===== config.mk =====
export PLATFORM = sky130hd
export DESIGN_NAME = nested_fsm_ctrl
export DESIGN_NICKNAME = d
export VERILOG_FILES = /design/src/rtl/nested_fsm_pkg.sv /design/src/rtl/nested_fsm_child.sv /design/src/rtl/nested_fsm_ctrl.sv
export SDC_FILE = /design/constraint.sdc
export NUM_CORES = 1
export LEC_CHECK = 0
export ABC_AREA = 1
export CAP_MARGIN = 40
export CORE_MARGIN = 4
export CORE_UTILIZATION = 50
export CTS_CLUSTER_DIAMETER = 30
export DETAILED_ROUTE_END_ITERATION = 6
export PLACE_DENSITY = 0.86
export RECOVER_POWER = 25
export SETUP_SLACK_MARGIN = 0.2
export SLEW_MARGIN = 20
export SYNTH_ARGS = -nofsm -noshare
export SYNTH_HDL_FRONTEND = slang
export SYNTH_HIERARCHICAL = 1
export SYNTH_SLANG_ARGS = --single-unit

===== constraint.sdc =====
create_clock -name clk -period 6.1 [get_ports clk]
set_clock_uncertainty 0.15 [all_clocks]
set_input_delay 0.61 -clock clk [delete_from_list [all_inputs] [get_ports clk]]
set_output_delay 0.61 -clock clk [all_outputs]
set_load 0.02 [all_outputs]

===== src/rtl/nested_fsm_pkg.sv =====
// Shared types and code tables for the nested parent/child colour controller.
package nested_fsm_pkg;

    typedef enum logic [1:0] {
        BLUE = 2'd0,
        RED  = 2'd1,
        SUB  = 2'd2
    } parent_t;

    typedef enum logic [1:0] {
        IDLE = 2'd0,
        HUE  = 2'd1,
        SAT  = 2'd2,
        VAL  = 2'd3
    } child_t;

    localparam logic [1:0] CMD_EXIT   = 2'd0;
    localparam logic [1:0] CMD_TOGGLE = 2'd1;
    localparam logic [1:0] CMD_ENTER  = 2'd2;
    localparam logic [1:0] CMD_STEP   = 2'd3;

    localparam logic [1:0] OUT_BLUE = 2'd1;
    localparam logic [1:0] OUT_RED  = 2'd2;
    localparam logic [1:0] OUT_IDLE = 2'd2;
    localparam logic [1:0] OUT_HUE  = 2'd3;
    localparam logic [1:0] OUT_SAT  = 2'd1;
    localparam logic [1:0] OUT_VAL  = 2'd0;

    function automatic logic [1:0] child_out_code(child_t c);
        logic [1:0] code;
        case (c)
            HUE:     code = OUT_HUE;
            SAT:     code = OUT_SAT;
            VAL:     code = OUT_VAL;
            default: code = OUT_IDLE;
        endcase
        return code;
    endfunction

endpackage


===== src/rtl/nested_fsm_child.sv =====
// Child FSM hosted by the parent's SUB state: IDLE/HUE/SAT/VAL sequencer,
// history register and the inactivity counter that requests a forced exit.
module nested_fsm_child
    import nested_fsm_pkg::*;
#(
    parameter int TIMEOUT = 15,
    parameter int HISTORY = 0
) (
    input  logic       clk,
    input  logic       rst,
    input  logic       active,
    input  logic       enter,
    input  logic       exit,
    input  logic       step,
    input  logic       valid,
    output child_t     child_state,
    output logic       expire,
    output logic [1:0] child_out
);

    localparam int CNT_W = (TIMEOUT > 0) ? $clog2(TIMEOUT + 1) : 1;

    child_t           child;
    child_t           hist;
    logic [CNT_W-1:0] cnt;

    // A valid command of any code keeps the sub-mode alive, so only idle cycles expire.
    assign expire = (TIMEOUT != 0) && active && !valid && (cnt == CNT_W'(TIMEOUT - 1));

    // child_state is the value the child takes at the coming edge, so the
    // parent can register its outputs from it without an extra cycle.
    always_comb begin
        child_state = child;
        if (exit) begin
            child_state = IDLE;
        end else if (enter) begin
            child_state = (HISTORY != 0) ? hist : IDLE;
        end else if (active && valid && step) begin
            case (child)
                IDLE:    child_state = HUE;
                HUE:     child_state = SAT;
                SAT:     child_state = VAL;
                default: child_state = IDLE;
            endcase
        end
    end

    assign child_out = child_out_code(child_state);

    always_ff @(posedge clk or posedge rst) begin
        if (rst) begin
            child <= IDLE;
            hist  <= IDLE;
            cnt   <= '0;
        end else begin
            child <= child_state;
            if (exit) begin
                hist <= child;
            end
            if (!active || valid || exit || (TIMEOUT == 0)) begin
                cnt <= '0;
            end else begin
                cnt <= cnt + CNT_W'(1);
            end
        end
    end

endmodule


===== src/rtl/nested_fsm_ctrl.sv =====
// Hierarchical Moore controller: parent BLUE/RED/SUB with a child sequencer
// inside SUB, valid-qualified commands and registered outputs.
module nested_fsm_ctrl
    import nested_fsm_pkg::*;
#(
    parameter int IN_W    = 2,
    parameter int OUT_W   = 2,
    parameter int TIMEOUT = 15,
    parameter int HISTORY = 0
) (
    input  logic             clk,
    input  logic             rst,
    input  logic [IN_W-1:0]  in,
    input  logic             in_valid,
    output logic [OUT_W-1:0] out,
    output logic [2:0]       state,
    output logic             sub_active,
    output logic             timeout
);

    parent_t    parent;
    parent_t    parent_next;
    child_t     child_next;
    logic       expire;
    logic [1:0] child_out;
    logic [1:0] out_code;
    logic [2:0] state_next;

    logic cmd_exit;
    logic cmd_toggle;
    logic cmd_enter;
    logic cmd_step;
    logic enter_sub;
    logic leave_sub;
    logic parent_bad;

    // Codes wider than two bits never match, so anything above 3 is a no-op.
    assign cmd_exit   = in_valid && (in == IN_W'(CMD_EXIT));
    assign cmd_toggle = in_valid && (in == IN_W'(CMD_TOGGLE));
    assign cmd_enter  = in_valid && (in == IN_W'(CMD_ENTER));
    assign cmd_step   = (in == IN_W'(CMD_STEP));

    assign parent_bad = (parent != BLUE) && (parent != RED) && (parent != SUB);
    assign enter_sub  = (parent == RED) && cmd_enter;
    assign leave_sub  = ((parent == SUB) && (cmd_exit || expire)) || parent_bad;

    nested_fsm_child #(
        .TIMEOUT (TIMEOUT),
        .HISTORY (HISTORY)
    ) u_child (
        .clk         (clk),
        .rst         (rst),
        .active      (parent == SUB),
        .enter       (enter_sub),
        .exit        (leave_sub),
        .step        (cmd_step),
        .valid       (in_valid),
        .child_state (child_next),
        .expire      (expire),
        .child_out   (child_out)
    );

    always_comb begin
        parent_next = parent;
        case (parent)
            BLUE: begin
                if (cmd_toggle) parent_next = RED;
            end
            RED: begin
                if (cmd_toggle)     parent_next = BLUE;
                else if (cmd_enter) parent_next = SUB;
            end
            SUB: begin
                if (leave_sub) parent_next = RED;
            end
            default: parent_next = RED;
        endcase
    end

    always_comb begin
        out_code   = OUT_RED;
        state_next = {1'b0, parent_next};
        case (parent_next)
            BLUE: out_code = OUT_BLUE;
            SUB: begin
                out_code   = child_out;
                state_next = {1'b1, child_next};
            end
            default: out_code = OUT_RED;
        endcase
    end

    // Outputs are taken from the next state so a command shows one edge later.
    always_ff @(posedge clk or posedge rst) begin
        if (rst) begin
            parent     <= RED;
            out        <= OUT_W'(OUT_RED);
            state      <= 3'b001;
            sub_active <= 1'b0;
            timeout    <= 1'b0;
        end else begin
            parent     <= parent_next;
            out        <= OUT_W'(out_code);
            state      <= state_next;
            sub_active <= (parent_next == SUB);
            timeout    <= expire;
        end
    end

endmodule


**Word level (Yosys, flattened, before mapping)**

Cells that the tools add are included.

- Logic and storage cells: 57
- Output and inout port bits: 7
- Input bits: 5
- Flip-flop bits (word level): 15

- Eq/ne operators: 14
- Add/subtract/negate cells: 1
- Reductions and logical operators: 22
- Multiplexer cells: 13

Operators with widths:

| operator | number |
|---|---|
| $pmux 2 s3 | 3 |
| $eq 2x2->1 const B | 7 |
| $mux 2 | 7 |
| $logic_and 1x1->1 | 11 |
| $eq 2x1->1 const B | 4 |
| $logic_not 2->1 | 4 |
| $add 4x1->4 const B | 1 |
| $eq 4x4->1 const B | 1 |
| $logic_or 1x1->1 | 4 |
| $mux 4 | 1 |
| $pmux 2 s2 | 1 |
| $mux 3 | 1 |
| $logic_not 1->1 | 2 |
| $ne 2x1->1 const B | 1 |
| $ne 2x2->1 const B | 1 |
| $reduce_bool 2->1 | 1 |

**Logic depth before layout (Yosys ltp)**

- Depth in word-level cells: 10
- Mapped depth: 13
- Mapped depth without buffers: 13

**By module**

The synthesis kept the hierarchy.

Modules (own cells, without submodules):

| module | seq. area each (sq um) | area each (sq um) | cells each | times used |
|---|---|---|---|---|
| nested_fsm_child | 150.1 | 407.9 | 50 | 1 |
| nested_fsm_ctrl | 203.9 | 395.4 | 44 | 1 |

**Least setup slack after synthesis**

OpenSTA, ideal clock, no wires.

- Path kind: input-to-reg
- From: in in_valid
- To: reg out[0]
- Stages: 12
- Slack: 4143 ps
- Path buffers: 0
- Data arrival time: 1689 ps
- Setup time: 118 ps
- Data required time: 5832 ps
- Path through: inv_1 nand2_1 nor2_1 nor2_1 a21oi_1 nor2_8 nand2_1 nor2_2 nand2_1 nand2_1 a21oi_1 nor2_1

- Cells in the longest elaborated chain, start to end: 10
- Elaborated cells between the ends (all ways): 27
- Classes of those cells: 4 x eq/ne; 10 x mux; 13 x reduce/logical

Ends and longest elaborated chain:

| element | line | RTL |
|---|---|---|
| from (decl) | nested_fsm_ctrl.sv:14 | `input logic in_valid,` |
| $logic_not 1->1 (*) | nested_fsm_child.sv:28 | `assign expire = (TIMEOUT != 0) && active && !valid && (cnt == CNT_W'(TIMEOUT - 1));` |
| $logic_and 1x1->1 (*) (2 in series) | nested_fsm_child.sv:28 |  |
| net expire | nested_fsm_ctrl.sv:24 | `logic expire;` |
| $logic_or 1x1->1 (*) | nested_fsm_ctrl.sv:45 | `assign leave_sub = ((parent == SUB) && (cmd_exit \|\| expire)) \|\| parent_bad;` |
| $logic_and 1x1->1 (*) | nested_fsm_ctrl.sv:45 |  |
| $logic_or 1x1->1 (*) | nested_fsm_ctrl.sv:45 |  |
| net leave_sub | nested_fsm_ctrl.sv:34 | `logic leave_sub;` |
| $mux 2 (*) | nested_fsm_child.sv:34 | `if (exit) begin` |
| net child_next[1] | nested_fsm_ctrl.sv:23 | `child_t child_next;` |
| $eq 2x2->1 / $eq 2x1->1 (equally long branches) | nested_fsm_pkg.sv:31 | `case (c)` |
| $pmux 2 s3 (*) | nested_fsm_pkg.sv:31 |  |
| net child_out[0] | nested_fsm_ctrl.sv:25 | `logic [1:0] child_out;` |
| $pmux 2 s2 (*) | nested_fsm_ctrl.sv:83 | `case (parent_next)` |
| net out_code[0] | nested_fsm_ctrl.sv:26 | `logic [1:0] out_code;` |
| to (signal assigned) | nested_fsm_ctrl.sv:97 | `out <= OUT_W'(OUT_RED);` |
| to (signal assigned) | nested_fsm_ctrl.sv:103 | `out <= OUT_W'(out_code);` |
| to (decl) | nested_fsm_ctrl.sv:15 | `output logic [OUT_W-1:0] out,` |

Mark *: on every way through the listed nets, which the timed path passes. The rest lies on a longest branch.

**Final worst setup path**

Same ends and word-level chain as after synthesis.

==> key figures <==
Finish
  – Inserted Diodes: 0
  – Fillers: 122
  – Fraction of layout cells with a size suffix above 1: 21.3%
  – Most frequent cells in the layout: 17 x nand2_1, 13 x inv_1, 12 x nor2_1
  – Layout Nets: 119
  – Layout Utilization: 63.9%
  – Finished Cell Area: 962 um^2
  – Area delta synth->final: 19.8%
  – Fin cells: 124
  – Most common cell after layout, fill and taps aside: nand2_1

Setup path
  – R2r setup slk: 3.93 ns
  – Worst path required time: 6.13 ns
  – Critical path class: input pin to flip-flop
  – R2R depth: 13
  – Critical path arrival: 2.43 ns
  – Worst Setup Start Kind: input pin
  – FF-to-FF Start: parent[1]
  – Crit-path max FO: 7
  – Reg-to-reg endpoint: out[0]
  – Setup crit end kind: flip-flop

Clocking
  – Root buf cell: clkbuf_4
  – Post-cts sizing count: 0
  – Clock Path Buffers: 2
  – # Post-CTS Setup Buffers: 0
  – CTS Buf Count: 3
  – Reg clk slew, reported paths: 0.09 ns
  – Skew-Pair Late Insertion Delay: ~0.28 ns
  – Clk sinks: 14
  – TritonCTS clock tree: yes
  – Max H-tree Level: 1
  – CTS Hold Bufs: 0

GRT
  – Pin count of the biggest net entering global routing: 9
  – Antenna violations before repair: 0
  – GRT Total Usage: 14.0%
  – Total grt overflow: 0
  – Number of global-route vias before repair: between 500 and 600
  – First-pass GRT wire length: approximately 2200 um

Detailed routing
  – Via count: 624
  – Iteration-0 DRC count of the detailed router: 14
  – Wire per inst: between 10 and 15 um
  – Vias per cell: 5.03
  – Final ANT Viol Nets: 0
  – Drt pass-1 iters: 4
  – Residual DRC: 0
  – Final WL: 1390 um

Synthesis
  – Netlist cell types: 21
  – Synth Area per Inst: 8.55 um^2
  – Post-Synth Adder-Cell Area: 7.79%
  – Syn Inst Count: 94
  – Post-synth top area cell: dfrtp_1
  – Post-Syn Nets: 104
  – Area of the mapped netlist: 803 um^2
  – Yosys reg bits: 14
  – Sequential cell area fraction in the yosys report: 44.1%
  – Compound-Gate Fraction of Synth Area: 2.80%
  – Largest family of logic cells by synthesized area: simple AND/OR/NAND/NOR gates
  – Simple-gate share of the synthesized area: between 30% and 40%
  – Synth top area cells: dfrtp_1 34%, dfstp_2 9.8%, nand2_1 7.9%
  – Mux cell area share after synthesis: 0%
  – XOR/XNOR Fraction of Synth Area: 2.18%
  – Warnings, synthesis: 6
  – Share of the synthesized area in the top cell type: between 30% and 40%

Power
  – Clock power frac: 20.0%
  – PwrDens: around 350 nW/um^2
  – Max VDD drop: approximately 0.18 mV
  – Switching part of the total power: 36.4%
  – Combinational Power Share: 40.3%
  – Internal power: 0.000212 W
  – Pleak: around 0.48 nW
  – Switching power: 0.000121 W
  – Sequential Power Share: 39.7%

STA
  – Max Clk Rate: 0.416 GHz
  – Final period utilization: between 30% and 40%
  – # setup viols final: 0
  – Setup ws final: 3.70 ns
  – Hold Vio Cnt, Final: 0
  – Worst-Margin Slew: 0.449 ns
  – RSZ-0062 raised after global routing: no
  – Slew Limit Fails: 0
  – Worst relative slew slack: 70.1%
  – TNS Setup: 0 ns
  – Tmin final: 2.40 ns

Placed design
  – Placed instance area: 926 um^2
  – Hpwl dp: 1140 um
  – Post-place setup slack: 3.39 ns
  – Placed cell count: 120
  – Gpl congestion: 0.872
  – Port Buffers: 11

Floorplanning
  – I/O pin cnt: 12
  – Core box area: 1510 um^2
  – Die Y: between 40 and 50 um
  – Die area: 2310 um^2
  – Row Count: 14
  – Chip Width: just under 50 um
  – Starting Density: 53.3%

Min path
  – Hold endpoint: u_child/cnt[0]
  – Worst hold-check path type: flip-flop to flip-flop
  – Hold Startpoint: u_child/cnt[0]
  – Worst hold path stage count: 1

Status
  – Outcome: completed

Flow run
  – Max-Cap Viols: 0
## power groups by stage
stage | Sequential, W | Clock [W] | Combinational [W]
3_5_place_dp | 0.000135 | 0 | 0.000135
5_1_grt | 0.000135 | 0.0000709 | 0.000151
3_3_place_gp | 0.000135 | 0 | 0.000132
2_1_floorplan | 0.000148 | 0 | 0.0000791
6_report | 0.000133 | 0.0000666 | 0.000134
4_1_cts | 0.000133 | 0.0000675 | 0.000136
## cells in the mapped netlist (all sizes together)
| cell type | count |
|---|---|
| o21ai | 1 |
| inv | 15 |
| dfstp | 3 |
| nand2 | 22 |
| a21oi | 2 |
| nand3 | 12 |
| nand4 | 1 |
| a21boi | 1 |
| or2 | 1 |
| dfrtp | 11 |
| buf | 1 |
| xnor2 | 1 |
| xor2 | 1 |
| ha | 5 |
| nor2 | 17 |
## sequential cells by signal, indices dropped and copies added (netlist names)
name           flops
out                2
parent             2
state              3
timeout            1
u_child/child      2
u_child/cnt        4
## worst max path at each step
stage,start,endpoint,slack [ns]
3_3_place_gp,in_valid,out[0],3.45
3_5_place_dp,in_valid,out[0],3.39
2_1_floorplan,in_valid,out[0],4.14
4_1_cts,in_valid,out[0],3.69
6_report,in_valid,out[0],3.70
5_1_grt,in_valid,out[0],3.48
## cells by family after synthesis
group / count (synthesis)
AO/OA/AOI/OAI: 4
XOR/XNOR: 2
adder cells (fa/ha/maj): 5
buffers and inverters: 16
flip-flops: 14
AND/OR/NAND/NOR: 53
## cell type report
cell class | count | area, um^2 | share of cell area [%]
multi-input cells | 64 | 385 | 40.1
flip-flops and latches | 14 | 354 | 36.8
repair buffers | 11 | 110 | 11.4
inverters | 15 | 56.3 | 5.85
clock buffers | 4 | 36.3 | 3.77
well taps | 16 | 20.0 | 2.08
## through the flow
step                      total power [W]  hold WS (ns)
after floorplan                  0.000227         0.251
after global placement           0.000267         0.323
after detailed placement         0.000269         0.363
after CTS                        0.000336         0.375
after global routing             0.000357         0.392
final                            0.000334         0.369
## worst max-delay path: stages
cell             delay [ns]
clkdlybuf4s50_1        0.54
inv_1                  0.10
nand2_1                0.07
nor2_1                 0.15
nor2_1                 0.09
a21oi_1                0.40
nor2_8                 0.07
nand2_1                0.09
nor2_2                 0.05
nand2_1                0.06
nand2_1                0.04
a21oi_1                0.11
nor2_1                 0.05
## layer usage
layer | GRT usage (%) | up-vias | part of all wire [%]
met5 | 0 | - | 0
met4 | 4.84 | 0 | 1.0
met3 | 3.38 | 2 | 4.6
met2 | 21.9 | 18 | 45
met1 | 18.9 | 285 | 49
li1 | - | 319 | -
Power figures use the tool's default switching activity.
==> edit (same settings) <==
Reset style: synchronous (`rst`), changed in 2 clocked blocks.
--- a/src/rtl/nested_fsm_child.sv
+++ b/src/rtl/nested_fsm_child.sv
@@ -47,7 +47,7 @@
 
     assign child_out = child_out_code(child_state);
 
-    always_ff @(posedge clk or posedge rst) begin
+    always_ff @(posedge clk) begin
         if (rst) begin
             child <= IDLE;
             hist  <= IDLE;
--- a/src/rtl/nested_fsm_ctrl.sv
+++ b/src/rtl/nested_fsm_ctrl.sv
@@ -91,7 +91,7 @@
     end
 
     // Outputs are taken from the next state so a command shows one edge later.
-    always_ff @(posedge clk or posedge rst) begin
+    always_ff @(posedge clk) begin
         if (rst) begin
             parent     <= RED;
             out        <= OUT_W'(OUT_RED);
Formal check against the unedited RTL: differs if rst is asserted again (counterexample within 4 cycles, from zero or initial values and one cycle with rst high); with rst held inactive, the same outputs for 10 cycles.
==> edit against the unedited design <==
Wire length shrank 1.0%. Worst setup slack lost 0.17 ns. Global-route usage grew 0.60 points. Sequential cell count is the same. Cell area shrank 9.0%. Maximum frequency shrank 6.7%. Sequential share of layout area shrank 4.8 points. Area after synthesis shrank 8.6%. Non-clock buffer count is the same. Critical path depth is the same. Critical path type unchanged.
Power is not compared: it rests on default switching activity, and its combinational part moved more than twofold at a synthesized area within 25%.
==> edit: results (changes against the unedited design) <==
| Step | Metric | Reported | vs unedited |
|---|---|---|---|
| global routing | Wire length of the first global-routing pass | 2250 um | unchanged |
| clock network | Clock edge transition at the registers on the reported setup and hold paths | 0.07 ns | -0.02 ns |
| clock network | H-tree lvl count | 1 | unchanged |
| place | Final GP Congestion | 0.776 | -11% |
| status | Result of the run | finished clean |  |
| worst setup path | Library cell contributing the largest single delay on the critical path | dlygate4sd3_1 |  |
| logic synthesis | Primary flip-flop cell chosen by synthesis mapping | dfxtp_1 |  |
| clock network | Setup repair bufs after CTS | 0 | unchanged |
| layout | Antenna Diode Count | 0 | unchanged |
| place | Final HPWL DP | 1120 um | -2.2% |
| clock network | Cells resized by post-CTS repair | 0 | unchanged |
| clock network | Clock insertion delay at the later pin of the skew report | 0.27 ns |  |
| place | Number of buffers added on ports | 11 | unchanged |
| logic synthesis | Largest cells by area after synthesis | dfxtp_1 (38%), nor2_1 (10%), nand2_1 (8.7%) |  |
| drt | Via-per-instance ratio | 5.03 | about the same |
| power and ir drop | Peak VDD IR | 0.119 mV |  |
| drt | Wire length reported by the detailed router | 1370 um | -1.0% |
| layout | Largest registers | u_child/cnt x4, state x3 |  |
| worst setup path | Depth of the most critical reg-to-reg path | 13 | unchanged |
| layout | Flip-flop count of the largest register, all copies and words added | 4 | unchanged |
| place | Placed cell count | 125 | +4.2% |
| logic synthesis | Synth Area per Inst | 7.34 um2 | -14% |
| drt | Post-route ant nets | 0 | unchanged |
| worst setup path | Delay of the slowest critical-path stage | 0.65 ns | +0.11 ns |
| logic synthesis | Portion of the post-synthesis area used by sequential elements | 38.2% | -5.9 points |
| logic synthesis | Ys async rst share | 0% | -100 points |
| clock network | Maximum count of clock buffers along a single path | 2 | unchanged |
| layout | Fraction of layout cells with a size suffix above 1 | 11.5% | -9.8 points |
| global routing | Number of antenna violations at the first check in global routing | 0 | unchanged |
| worst setup path | Top delay family on crit path | buffers and inverters |  |
| drt | Iter 0 DRT Violations | 19 | +5 |
| logic synthesis | Post-synth net total | 110 | +5.8% |
| logic synthesis | Synth cell types | 18 | -14% |
| drt | Wire per inst | 10.7 um | -4.1% |
| clock network | Cts bufs inserted | 3 | unchanged |
| drt | DRT Pass-1 Iters | 4 | unchanged |
| worst hold path | Worst hold path class | reg2reg |  |
| worst hold path | Hold Path Depth | 1 | unchanged |
| clock network | CTS Root Buffer Type | clkbuf_4 |  |
| logic synthesis | Most common library cells after synthesis | nor2_1 (20), nand2_1 (17), dfxtp_1 (14), inv_1 (14), nand3_1 (8) |  |
| power and ir drop | Static power due to leakage | 0.000396 uW |  |
| worst setup path | Largest fanout of any net on the critical path | 8 | +1 |
| logic synthesis | Synth warn | 6 | unchanged |
| worst setup path | CP arrival | 2.60 ns | +0.17 ns |
| power and ir drop | Share of total power consumed by net switching | 24.2% |  |
| global routing | Maximum number of pins on one net before global-route repair | 9 | unchanged |
| place | Area after detailed placement | 856 um2 | -7.6% |
| global routing | Via count of the first global-routing pass | 596 | +11% |
| sta | Worst Max-Slew Pin Slew | 0.472 ns | +0.0230 ns |
| global routing | Overall fraction of global-route tracks in use | 14.6% | +0.60 points |
[edit: cell types whose count changed in the layout (fill, tap and decap cells not counted), sizes merged, moves of 3 or more]
cell and change:
dfxtp +14, dfrtp -11, nor2 +6, clkdlybuf4s50 -3, dfstp -3, dlygate4sd3 +3
nand4 +3
[edit: area by class of cell]
class | instances | area (um2)
clock buffer | 3 | 22.5
fill | 123 | 474
multi-input combinational | 69 | 384
sequential | 14 | 280
tap | 15 | 18.8
inverter | 16 | 60.1
timing repair buffer | 11 | 110
[edit: path summary, 6_finish.rpt]
kind	start	to	slack [ns]
hold / removal	u_child/cnt[0]	u_child/cnt[0]	0.31
setup / recovery	in_valid	out[0]	3.52
setup reg to reg	parent[1]	out[0]	3.78
hold reg to reg	u_child/cnt[0]	u_child/cnt[0]	0.31
[edit: cell families (layout without fill, tap and decap cells)]
logic type,Yosys count,count (layout),synth area share [%]
flops,14,14,38.2
xor+xnor,1,1,1.19
fa+ha+maj,5,5,8.52
simple gates,60,60,40.5
buf+inv,17,30,9.20
compound gates,3,3,2.39
[edit: power by group through the flow]
stage / clock network (uW) / logic [uW] / registers, uW
6_report: 48.2 / 22.8 / 95.0
5_1_grt: 55.3 / 24.8 / 95.3
4_1_cts: 51.6 / 23.4 / 95.0
3_5_place_dp: 0 / 23.3 / 97.2
3_3_place_gp: 0 / 22.6 / 97.1
2_1_floorplan: 0 / 10.9 / 99.4
[edit: stage by stage]
step | power [uW] | setup slack, ns | hold slack, ns | utilization [%]
2_1_floorplan | 110 | 4.07 | 0.280 | -
3_3_place_gp | 120 | 3.41 | 0.295 | 63.4
3_5_place_dp | 121 | 3.36 | 0.303 | 63.4
4_1_cts | 170 | 3.65 | 0.321 | 65.1
5_1_grt | 175 | 3.38 | 0.339 | 64.9
6_report | 166 | 3.52 | 0.313 | 64.9
[edit: routing by layer]
layer / up-vias / GRT usage (%) / wire (um)
li1: 336 / - / -
met1: 287 / 13.9 / 564
met2: 19 / 28.0 / 711
met3: 2 / 7.03 / 77
met4: 0 / 2.84 / 19
met5: - / 0 / 0
